## config.mk

```make
export PLATFORM = sky130hd
export DESIGN_NAME = alu_share_arb
export DESIGN_NICKNAME = d
export VERILOG_FILES = /design/src/rtl/alu_arb_pkg.sv /design/src/rtl/rr_arbiter.sv /design/src/rtl/alu_share_arb.sv
export SDC_FILE = /design/constraint.sdc
export NUM_CORES = 1
export LEC_CHECK = 0
export CAP_MARGIN = 20
export CORE_ASPECT_RATIO = 0.7
export CORE_MARGIN = 2
export CORE_UTILIZATION = 35
export DETAILED_ROUTE_END_ITERATION = 7
export PLACE_DENSITY = 0.75
export SETUP_SLACK_MARGIN = 0.05
export SYNTH_ARGS = -nofsm -noshare
export SYNTH_HDL_FRONTEND = slang
export SYNTH_SLANG_ARGS = --single-unit
```

## constraint.sdc

```tcl
create_clock -name clk -period 5.27 [get_ports clk]
set_input_delay 0.527 -clock clk [delete_from_list [all_inputs] [get_ports clk]]
set_output_delay 0.527 -clock clk [all_outputs]
set_load 0.01 [all_outputs]
```

## src/rtl/alu_arb_pkg.sv

```systemverilog
// Shared types and opcode constants for the ALU sharing arbiter.
package alu_arb_pkg;

  typedef enum logic [1:0] {
    IDLE = 2'd0,
    EXEC = 2'd1,
    RESP = 2'd2
  } state_t;

  typedef logic [2:0] alu_op_t;

  localparam alu_op_t ALU_ADD = 3'd0;
  localparam alu_op_t ALU_SUB = 3'd1;

endpackage

```

## src/rtl/rr_arbiter.sv

```systemverilog
// Combinational round-robin picker: first asserted request at or after ptr, searched cyclically.
module rr_arbiter #(
  parameter int unsigned NUM_REQ = 4,
  parameter int unsigned ID_W    = 2
) (
  input  logic [NUM_REQ-1:0] req,
  input  logic [ID_W-1:0]    ptr,
  output logic [NUM_REQ-1:0] gnt,
  output logic [ID_W-1:0]    gnt_idx,
  output logic               gnt_any
);

  logic            found;
  int unsigned     cand;
  logic [ID_W-1:0] cand_idx;

  // Walk the requests starting at ptr; the first hit wins.
  always_comb begin
    gnt      = '0;
    gnt_idx  = '0;
    found    = 1'b0;
    cand     = 0;
    cand_idx = '0;
    for (int unsigned k = 0; k < NUM_REQ; k++) begin
      cand     = (32'(ptr) + k) % NUM_REQ;
      cand_idx = ID_W'(cand);
      if (!found && req[cand_idx]) begin
        found         = 1'b1;
        gnt[cand_idx] = 1'b1;
        gnt_idx       = cand_idx;
      end
    end
  end

  assign gnt_any = |req;

endmodule

```

## src/rtl/alu_share_arb.sv

```systemverilog
// Shares one combinational ALU between NUM_REQ requesters with round-robin grant.
// One operation in flight; result returned over a valid/ready channel tagged with the id.
// Optional: define ALU_ARB_STATS_EN to add the saturating stat_ops completion counter.
module alu_share_arb
  import alu_arb_pkg::*;
#(
  parameter int unsigned NUM_REQ = 4,
  parameter int unsigned DATA_W  = 8,
  localparam int unsigned ID_W   = (NUM_REQ > 1) ? $clog2(NUM_REQ) : 1
) (
  input  logic                  clk,
  input  logic                  rst_n,
  input  logic [NUM_REQ-1:0]    req_valid,
  output logic [NUM_REQ-1:0]    req_ready,
  input  logic [NUM_REQ*DATA_W-1:0] req_a,
  input  logic [NUM_REQ*DATA_W-1:0] req_b,
  input  logic [NUM_REQ*3-1:0]  req_op,
  output logic [DATA_W-1:0]     alu_a,
  output logic [DATA_W-1:0]     alu_b,
  output logic [2:0]            alu_op,
  input  logic [DATA_W-1:0]     alu_y,
  input  logic                  alu_zero,
  output logic                  rsp_valid,
  input  logic                  rsp_ready,
  output logic [ID_W-1:0]       rsp_id,
  output logic [DATA_W-1:0]     rsp_data,
  output logic                  rsp_zero
`ifdef ALU_ARB_STATS_EN
  ,
  output logic [15:0]           stat_ops
`endif
);

  state_t            state_q, state_d;
  logic [ID_W-1:0]   rr_ptr_q, rr_ptr_next;
  logic [ID_W-1:0]   id_q;
  logic [NUM_REQ-1:0] gnt;
  logic [ID_W-1:0]   gnt_idx;
  logic              gnt_any;
  logic              load, capture, rsp_fire;
  logic [DATA_W-1:0] sel_a, sel_b;
  alu_op_t           sel_op;

  logic [DATA_W-1:0] alu_a_q, alu_b_q, rsp_data_q;
  alu_op_t           alu_op_q;
  logic [ID_W-1:0]   rsp_id_q;
  logic              rsp_zero_q;

  rr_arbiter #(
    .NUM_REQ (NUM_REQ),
    .ID_W    (ID_W)
  ) u_rr_arbiter (
    .req     (req_valid),
    .ptr     (rr_ptr_q),
    .gnt     (gnt),
    .gnt_idx (gnt_idx),
    .gnt_any (gnt_any)
  );

  // One-hot operand mux driven by the arbiter grant.
  always_comb begin
    sel_a  = '0;
    sel_b  = '0;
    sel_op = '0;
    for (int unsigned i = 0; i < NUM_REQ; i++) begin
      if (gnt[i]) begin
        sel_a  = req_a[i*DATA_W +: DATA_W];
        sel_b  = req_b[i*DATA_W +: DATA_W];
        sel_op = req_op[i*3 +: 3];
      end
    end
  end

  // Pointer moves just past the winner, wrapping at the last requester.
  always_comb begin
    rr_ptr_next = (gnt_idx == ID_W'(NUM_REQ - 1)) ? '0 : gnt_idx + 1'b1;
  end

  // Next-state and handshake decode.
  always_comb begin
    state_d   = state_q;
    req_ready = '0;
    rsp_valid = 1'b0;
    load      = 1'b0;
    capture   = 1'b0;
    rsp_fire  = 1'b0;
    unique case (state_q)
      IDLE: begin
        if (gnt_any) begin
          req_ready = gnt;
          load      = 1'b1;
          state_d   = EXEC;
        end
      end
      EXEC: begin
        capture = 1'b1;
        state_d = RESP;
      end
      RESP: begin
        rsp_valid = 1'b1;
        if (rsp_ready) begin
          rsp_fire = 1'b1;
          state_d  = IDLE;
        end
      end
      default: state_d = IDLE;
    endcase
  end

  // FSM state and round-robin pointer.
  always_ff @(posedge clk or negedge rst_n) begin
    if (!rst_n) begin
      state_q  <= IDLE;
      rr_ptr_q <= '0;
    end else begin
      state_q <= state_d;
      if (load) rr_ptr_q <= rr_ptr_next;
    end
  end

  // Operand registers feed the ALU; result registers hold until the response is taken.
  always_ff @(posedge clk or negedge rst_n) begin
    if (!rst_n) begin
      alu_a_q    <= '0;
      alu_b_q    <= '0;
      alu_op_q   <= '0;
      id_q       <= '0;
      rsp_data_q <= '0;
      rsp_zero_q <= 1'b0;
      rsp_id_q   <= '0;
    end else begin
      if (load) begin
        alu_a_q  <= sel_a;
        alu_b_q  <= sel_b;
        alu_op_q <= sel_op;
        id_q     <= gnt_idx;
      end
      if (capture) begin
        rsp_data_q <= alu_y;
        rsp_zero_q <= alu_zero;
        rsp_id_q   <= id_q;
      end
    end
  end

  assign alu_a    = alu_a_q;
  assign alu_b    = alu_b_q;
  assign alu_op   = alu_op_q;
  assign rsp_data = rsp_data_q;
  assign rsp_zero = rsp_zero_q;
  assign rsp_id   = rsp_id_q;

`ifdef ALU_ARB_STATS_EN
  logic [15:0] stat_ops_q;

  // Completed-response counter, sticks at all-ones.
  always_ff @(posedge clk or negedge rst_n) begin
    if (!rst_n) begin
      stat_ops_q <= '0;
    end else if (rsp_fire && (stat_ops_q != 16'hFFFF)) begin
      stat_ops_q <= stat_ops_q + 16'd1;
    end
  end

  assign stat_ops = stat_ops_q;
`endif

endmodule

```

==> report_table.html, run 1 <==
<table>
<tr><th>Metric</th><th>Value</th></tr>
<tr><th colspan="2">Synth</th></tr>
<tr><td>Asr flop ratio synth</td><td>100%</td></tr>
<tr><td>Share of the synthesized area in the top cell type</td><td>28.9%</td></tr>
<tr><td>Yosys reg bits</td><td>36</td></tr>
<tr><td>Mapped cell area</td><td>3120 sq um</td></tr>
<tr><td>Share of synthesized area occupied by flip-flops and latches</td><td>~29%</td></tr>
<tr><td>Synthesized Nets</td><td>471</td></tr>
<tr><td>Synth cell types</td><td>39</td></tr>
<tr><td>Top area cells in the synthesized netlist</td><td>sky130_fd_sc_hd__dfrtp_1, sky130_fd_sc_hd__o2111ai_1, sky130_fd_sc_hd__o21a_1, sky130_fd_sc_hd__a21boi_0, sky130_fd_sc_hd__a22oi_1</td></tr>
<tr><td>Average cell area after synthesis</td><td>8.37 sq um</td></tr>
<tr><td>Number of synthesized flops with an enable pin</td><td>0</td></tr>
<tr><td>YS warnings</td><td>0</td></tr>
<tr><td>Primary flip-flop cell chosen by synthesis mapping</td><td>sky130_fd_sc_hd__dfrtp_1</td></tr>
<tr><td>Biggest area consumer among synthesized cells</td><td>sky130_fd_sc_hd__dfrtp_1</td></tr>
<tr><td>Cells after synthesis</td><td>between 300 and 400</td></tr>
<tr><th colspan="2">Flow run</th></tr>
<tr><td>Max-cap violations</td><td>0</td></tr>
<tr><th colspan="2">Routing</th></tr>
<tr><td>Pre-Repair DR Iteration Count</td><td>5</td></tr>
<tr><td>Detailed router's first-iteration violation count</td><td>330</td></tr>
<tr><td>Count of unresolved DRC violations after routing</td><td>0</td></tr>
<tr><td>Post-DR vias/cell</td><td>5.80</td></tr>
<tr><td>Wire length per cell after detailed routing</td><td>between 15 and 20 um</td></tr>
<tr><td>Post-DRT Antenna Nets</td><td>0</td></tr>
<tr><td>Final wirelength</td><td>11000 um</td></tr>
<tr><td>Total via count after detailed routing</td><td>~3400</td></tr>
<tr><th colspan="2">Placement</th></tr>
<tr><td>Placed cell count</td><td>around 580</td></tr>
<tr><td>Input/output buffers</td><td>126</td></tr>
<tr><td>Routability-driven placement congestion ratio</td><td>around 0.90</td></tr>
<tr><td>Area after detailed placement</td><td>approximately 4400 sq um</td></tr>
<tr><td>HPWL after DPL</td><td>roughly 8000 um</td></tr>
<tr><th colspan="2">Clock tree</th></tr>
<tr><td>Clock Latency Late Sink</td><td>around 0.28 ns</td></tr>
<tr><td>Number of H-tree branching levels</td><td>2</td></tr>
<tr><td>Clock Path Buffers</td><td>2</td></tr>
<tr><td>Clock Root Buffer</td><td>sky130_fd_sc_hd__clkbuf_16</td></tr>
<tr><td>Clock buffer count from CTS</td><td>5</td></tr>
<tr><td>Clock tree from TritonCTS</td><td>done</td></tr>
<tr><td>Number of setup buffers added after CTS</td><td>0</td></tr>
<tr><td>Register clock-pin slew on the reported worst setup and hold paths</td><td>around 0.06 ns</td></tr>
<tr><td>Count of clock tree sinks</td><td>36</td></tr>
<tr><td>PostCTS Resize Cnt</td><td>0</td></tr>
<tr><td>CTS hold repair buffers</td><td>0</td></tr>
<tr><th colspan="2">Setup path</th></tr>
<tr><td>Max Fanout on Critical Path</td><td>42</td></tr>
<tr><td>Data required time at the worst endpoint</td><td>4.74 ns</td></tr>
<tr><td>Data arrival time of the critical path</td><td>about 4.3 ns</td></tr>
<tr><td>Worst R2R End</td><td>alu_b[4]</td></tr>
<tr><td>Critical path class</td><td>reg -&gt; out</td></tr>
<tr><td>Slack of the worst reg-to-reg path</td><td>1.46 ns</td></tr>
<tr><td>Critical Path End Type</td><td>output pin</td></tr>
<tr><td>Depth of the worst register-to-register path</td><td>9</td></tr>
<tr><td>Longest individual stage delay on the worst path</td><td>between 0.6 and 0.7 ns</td></tr>
<tr><td>Startpoint class of the critical path</td><td>flop</td></tr>
<tr><td>Sum of buffers and inverters on the critical path</td><td>3</td></tr>
<tr><td>CP Cell Sequence</td><td>inv_1 &gt; ha_1 &gt; mux4_2 &gt; nor4b_4 &gt; buf_4 &gt; nand2_1 &gt; a21oi_1 &gt; clkdlybuf4s50_1</td></tr>
<tr><td>CP max stage cell</td><td>sky130_fd_sc_hd__dfrtp_1</td></tr>
<tr><td>Top delay family on crit path</td><td>buffers and inverters</td></tr>
<tr><th colspan="2">Timing</th></tr>
<tr><td>Number of max-slew violations in the final report</td><td>0</td></tr>
<tr><td>Setup TNS</td><td>0 ns</td></tr>
<tr><td>Setup Skew</td><td>~0.0066 ns</td></tr>
<tr><td>Max Clock Freq</td><td>between 0.2 and 0.25 GHz</td></tr>
<tr><td>Setup repair after global routing missed its margin</td><td>false</td></tr>
<tr><td>Setup violators final</td><td>0</td></tr>
<tr><td>Post-route fraction of the period consumed by the critical path</td><td>91.3%</td></tr>
<tr><td>Max-slew headroom at the worst pin</td><td>between 20% and 30%</td></tr>
<tr><td>Total count of hold-check failures in the final report</td><td>0</td></tr>
<tr><td>Worst-margin pin slew</td><td>approximately 1.1 ns</td></tr>
<tr><td>Clock period minus final worst setup slack</td><td>between 4 and 5 ns</td></tr>
<tr><th colspan="2">Floorplanning</th></tr>
<tr><td>Core Rows</td><td>28</td></tr>
<tr><td>CORE AREA</td><td>8550 sq um</td></tr>
<tr><td>Die outline area</td><td>between 9000 and 10000 sq um</td></tr>
<tr><td>I/O pins</td><td>127</td></tr>
<tr><td>Die width</td><td>~120 um</td></tr>
<tr><td>Die span in y</td><td>82.9 um</td></tr>
<tr><td>Starting density of the core</td><td>36.4%</td></tr>
<tr><th colspan="2">Power</th></tr>
<tr><td>P per Cell Area</td><td>approximately 640 nW/um^2</td></tr>
<tr><td>Total power of the final layout</td><td>2920 uW</td></tr>
<tr><td>Highest ir drop seen on vdd</td><td>0.000345 V</td></tr>
<tr><td>Cell leakage power</td><td>~0.0018 uW</td></tr>
<tr><th colspan="2">Final layout</th></tr>
<tr><td>Filler cell count</td><td>788</td></tr>
<tr><td>Synthesis-to-layout area growth</td><td>45.7%</td></tr>
<tr><td>Cell area after layout</td><td>4540 sq um</td></tr>
<tr><td>Footprint of the flip-flops and latches</td><td>approximately 900 sq um</td></tr>
<tr><td>Antenna cell count</td><td>0</td></tr>
<tr><td>Multi-input gate area</td><td>between 1500 and 2000 sq um</td></tr>
<tr><td>Ratio of cells with drive above 1 in the final layout</td><td>between 7 and 8%</td></tr>
<tr><td>Non-filler cells, final</td><td>approximately 590</td></tr>
<tr><td>Layout Nets</td><td>between 500 and 600</td></tr>
<tr><td>Post-layout utilization of the core</td><td>approximately 53%</td></tr>
<tr><th colspan="2">Worst hold path</th></tr>
<tr><td>Path category of the worst min-delay check</td><td>in -&gt; async</td></tr>
<tr><th colspan="2">Global route</th></tr>
<tr><td>Global router's overall resource usage</td><td>a little over a fifth</td></tr>
<tr><td>Maximum number of pins on one net before global-route repair</td><td>43</td></tr>
<tr><td>Grt ovf</td><td>0</td></tr>
<tr><td>Antenna violations before repair</td><td>0</td></tr>
<tr><td>First-pass GRT wire length</td><td>about 17000 um</td></tr>
<tr><td>Vias in the first global route</td><td>3189</td></tr>
<tr><th colspan="2">Outcome</th></tr>
<tr><td>Outcome</td><td>complete, no violations</td></tr>
</table>
==> report_power, final <==
part           internal (uW)  switching (uW)
registers                429             109
logic                    892            1190
clock network            174             121
==> cell usage after synthesis (11+ instances only) <==
cell                        count
sky130_fd_sc_hd__a21boi_0      19
sky130_fd_sc_hd__mux2_2        11
sky130_fd_sc_hd__a31oi_1       19
sky130_fd_sc_hd__o2111ai_1     19
sky130_fd_sc_hd__clkbuf_1      23
sky130_fd_sc_hd__o21a_1        20
sky130_fd_sc_hd__nand4_1       19
sky130_fd_sc_hd__o211ai_1      19
sky130_fd_sc_hd__buf_2         16
sky130_fd_sc_hd__dfrtp_1       36
sky130_fd_sc_hd__o21bai_1      19
sky130_fd_sc_hd__inv_1         27
sky130_fd_sc_hd__nand3_1       19
sky130_fd_sc_hd__a22oi_1       19
sky130_fd_sc_hd__nand2_1       27
==> metrics by stage <==
step,setup WS [ns],hold slack [ns]
3_3_place_gp,0.982,0.466
3_5_place_dp,0.792,0.483
4_1_cts,0.477,0.393
6_report,0.460,0.361
2_1_floorplan,2.12,0.231
5_1_grt,0.0942,0.425
==> sequential cells by signal, summed over array words and instances, names as in the netlist, named ones only <==
signal    cells
alu_a         8
alu_b         8
rsp_data      8
alu_op        3
id_q          2
rsp_id        2
state_q       2
rr_ptr_q      1
rsp_zero      1
==> routing by layer <==
metal  wire length [um]  GRT usage (%)
met3               1170           5.40
met5                  0              0
met4                 68           3.53
met2               4940           33.4
met1               4860           31.3
==> final cells by class <==
cell class	instances	share of cell area (%)
Clock inverter	3	0.414
Inverter	27	2.23
Clock buffer	5	2.76
Multi-Input combinational cell	267	42.6
Tap cell	120	3.31
Sequential cell	36	19.9
Timing Repair Buffer	133	28.8
==> worst max-delay path by stage <==
stage	from	endpoint	slack [ns]	cells past startpoint
after floorplan	flop	req_ready[2]	2.12	10
after global placement	flop	req_ready[3]	0.98	8
after detailed placement	flop	req_ready[3]	0.79	8
after CTS	flop	req_ready[3]	0.48	8
after global routing	flop	req_ready[3]	0.09	8
final	flop	req_ready[3]	0.46	8
==> cells in the final DEF, fill, tap and decap left out, types with 19 or more instances in the layout <==
master                              n
sky130_fd_sc_hd__nand3_1           19
sky130_fd_sc_hd__o21bai_1          19
sky130_fd_sc_hd__a22oi_1           19
sky130_fd_sc_hd__clkdlybuf4s50_1  125
sky130_fd_sc_hd__inv_1             27
sky130_fd_sc_hd__o21a_1            20
sky130_fd_sc_hd__a21boi_0          19
sky130_fd_sc_hd__nand4_1           19
sky130_fd_sc_hd__nand2_1           27
sky130_fd_sc_hd__dfrtp_1           36
sky130_fd_sc_hd__a31oi_1           19
sky130_fd_sc_hd__o2111ai_1         19
sky130_fd_sc_hd__o211ai_1          19
==> cell families (layout without fill, tap and decap cells) <==
logic type | count (synthesis) | after routing | share of synthesized area [%]
xor gates and xnor gates | 2 | 2 | 0.562
buffers and inverters | 69 | 168 | 9.44
DFF | 36 | 36 | 28.9
AOI/OAI and AO/OA | 156 | 156 | 36.5
and+or+nand+nor | 86 | 86 | 14.6
muxes | 16 | 16 | 7.19
adders and majority gates | 7 | 7 | 2.81
No activity file was read; power rests on OpenSTA's default activity.
==> run 2: changes to the inputs <==
--- a/config.mk
+++ b/config.mk
@@ -5,6 +5,7 @@
 export SDC_FILE = /design/constraint.sdc
 export NUM_CORES = 1
 export LEC_CHECK = 0
+export ABC_CLOCK_PERIOD_IN_PS = 5270
 export CAP_MARGIN = 20
 export CORE_ASPECT_RATIO = 0.7
 export CORE_MARGIN = 2
==> results of run 2 <==
Final layout, timing and power as in run 1 (identical DEF).
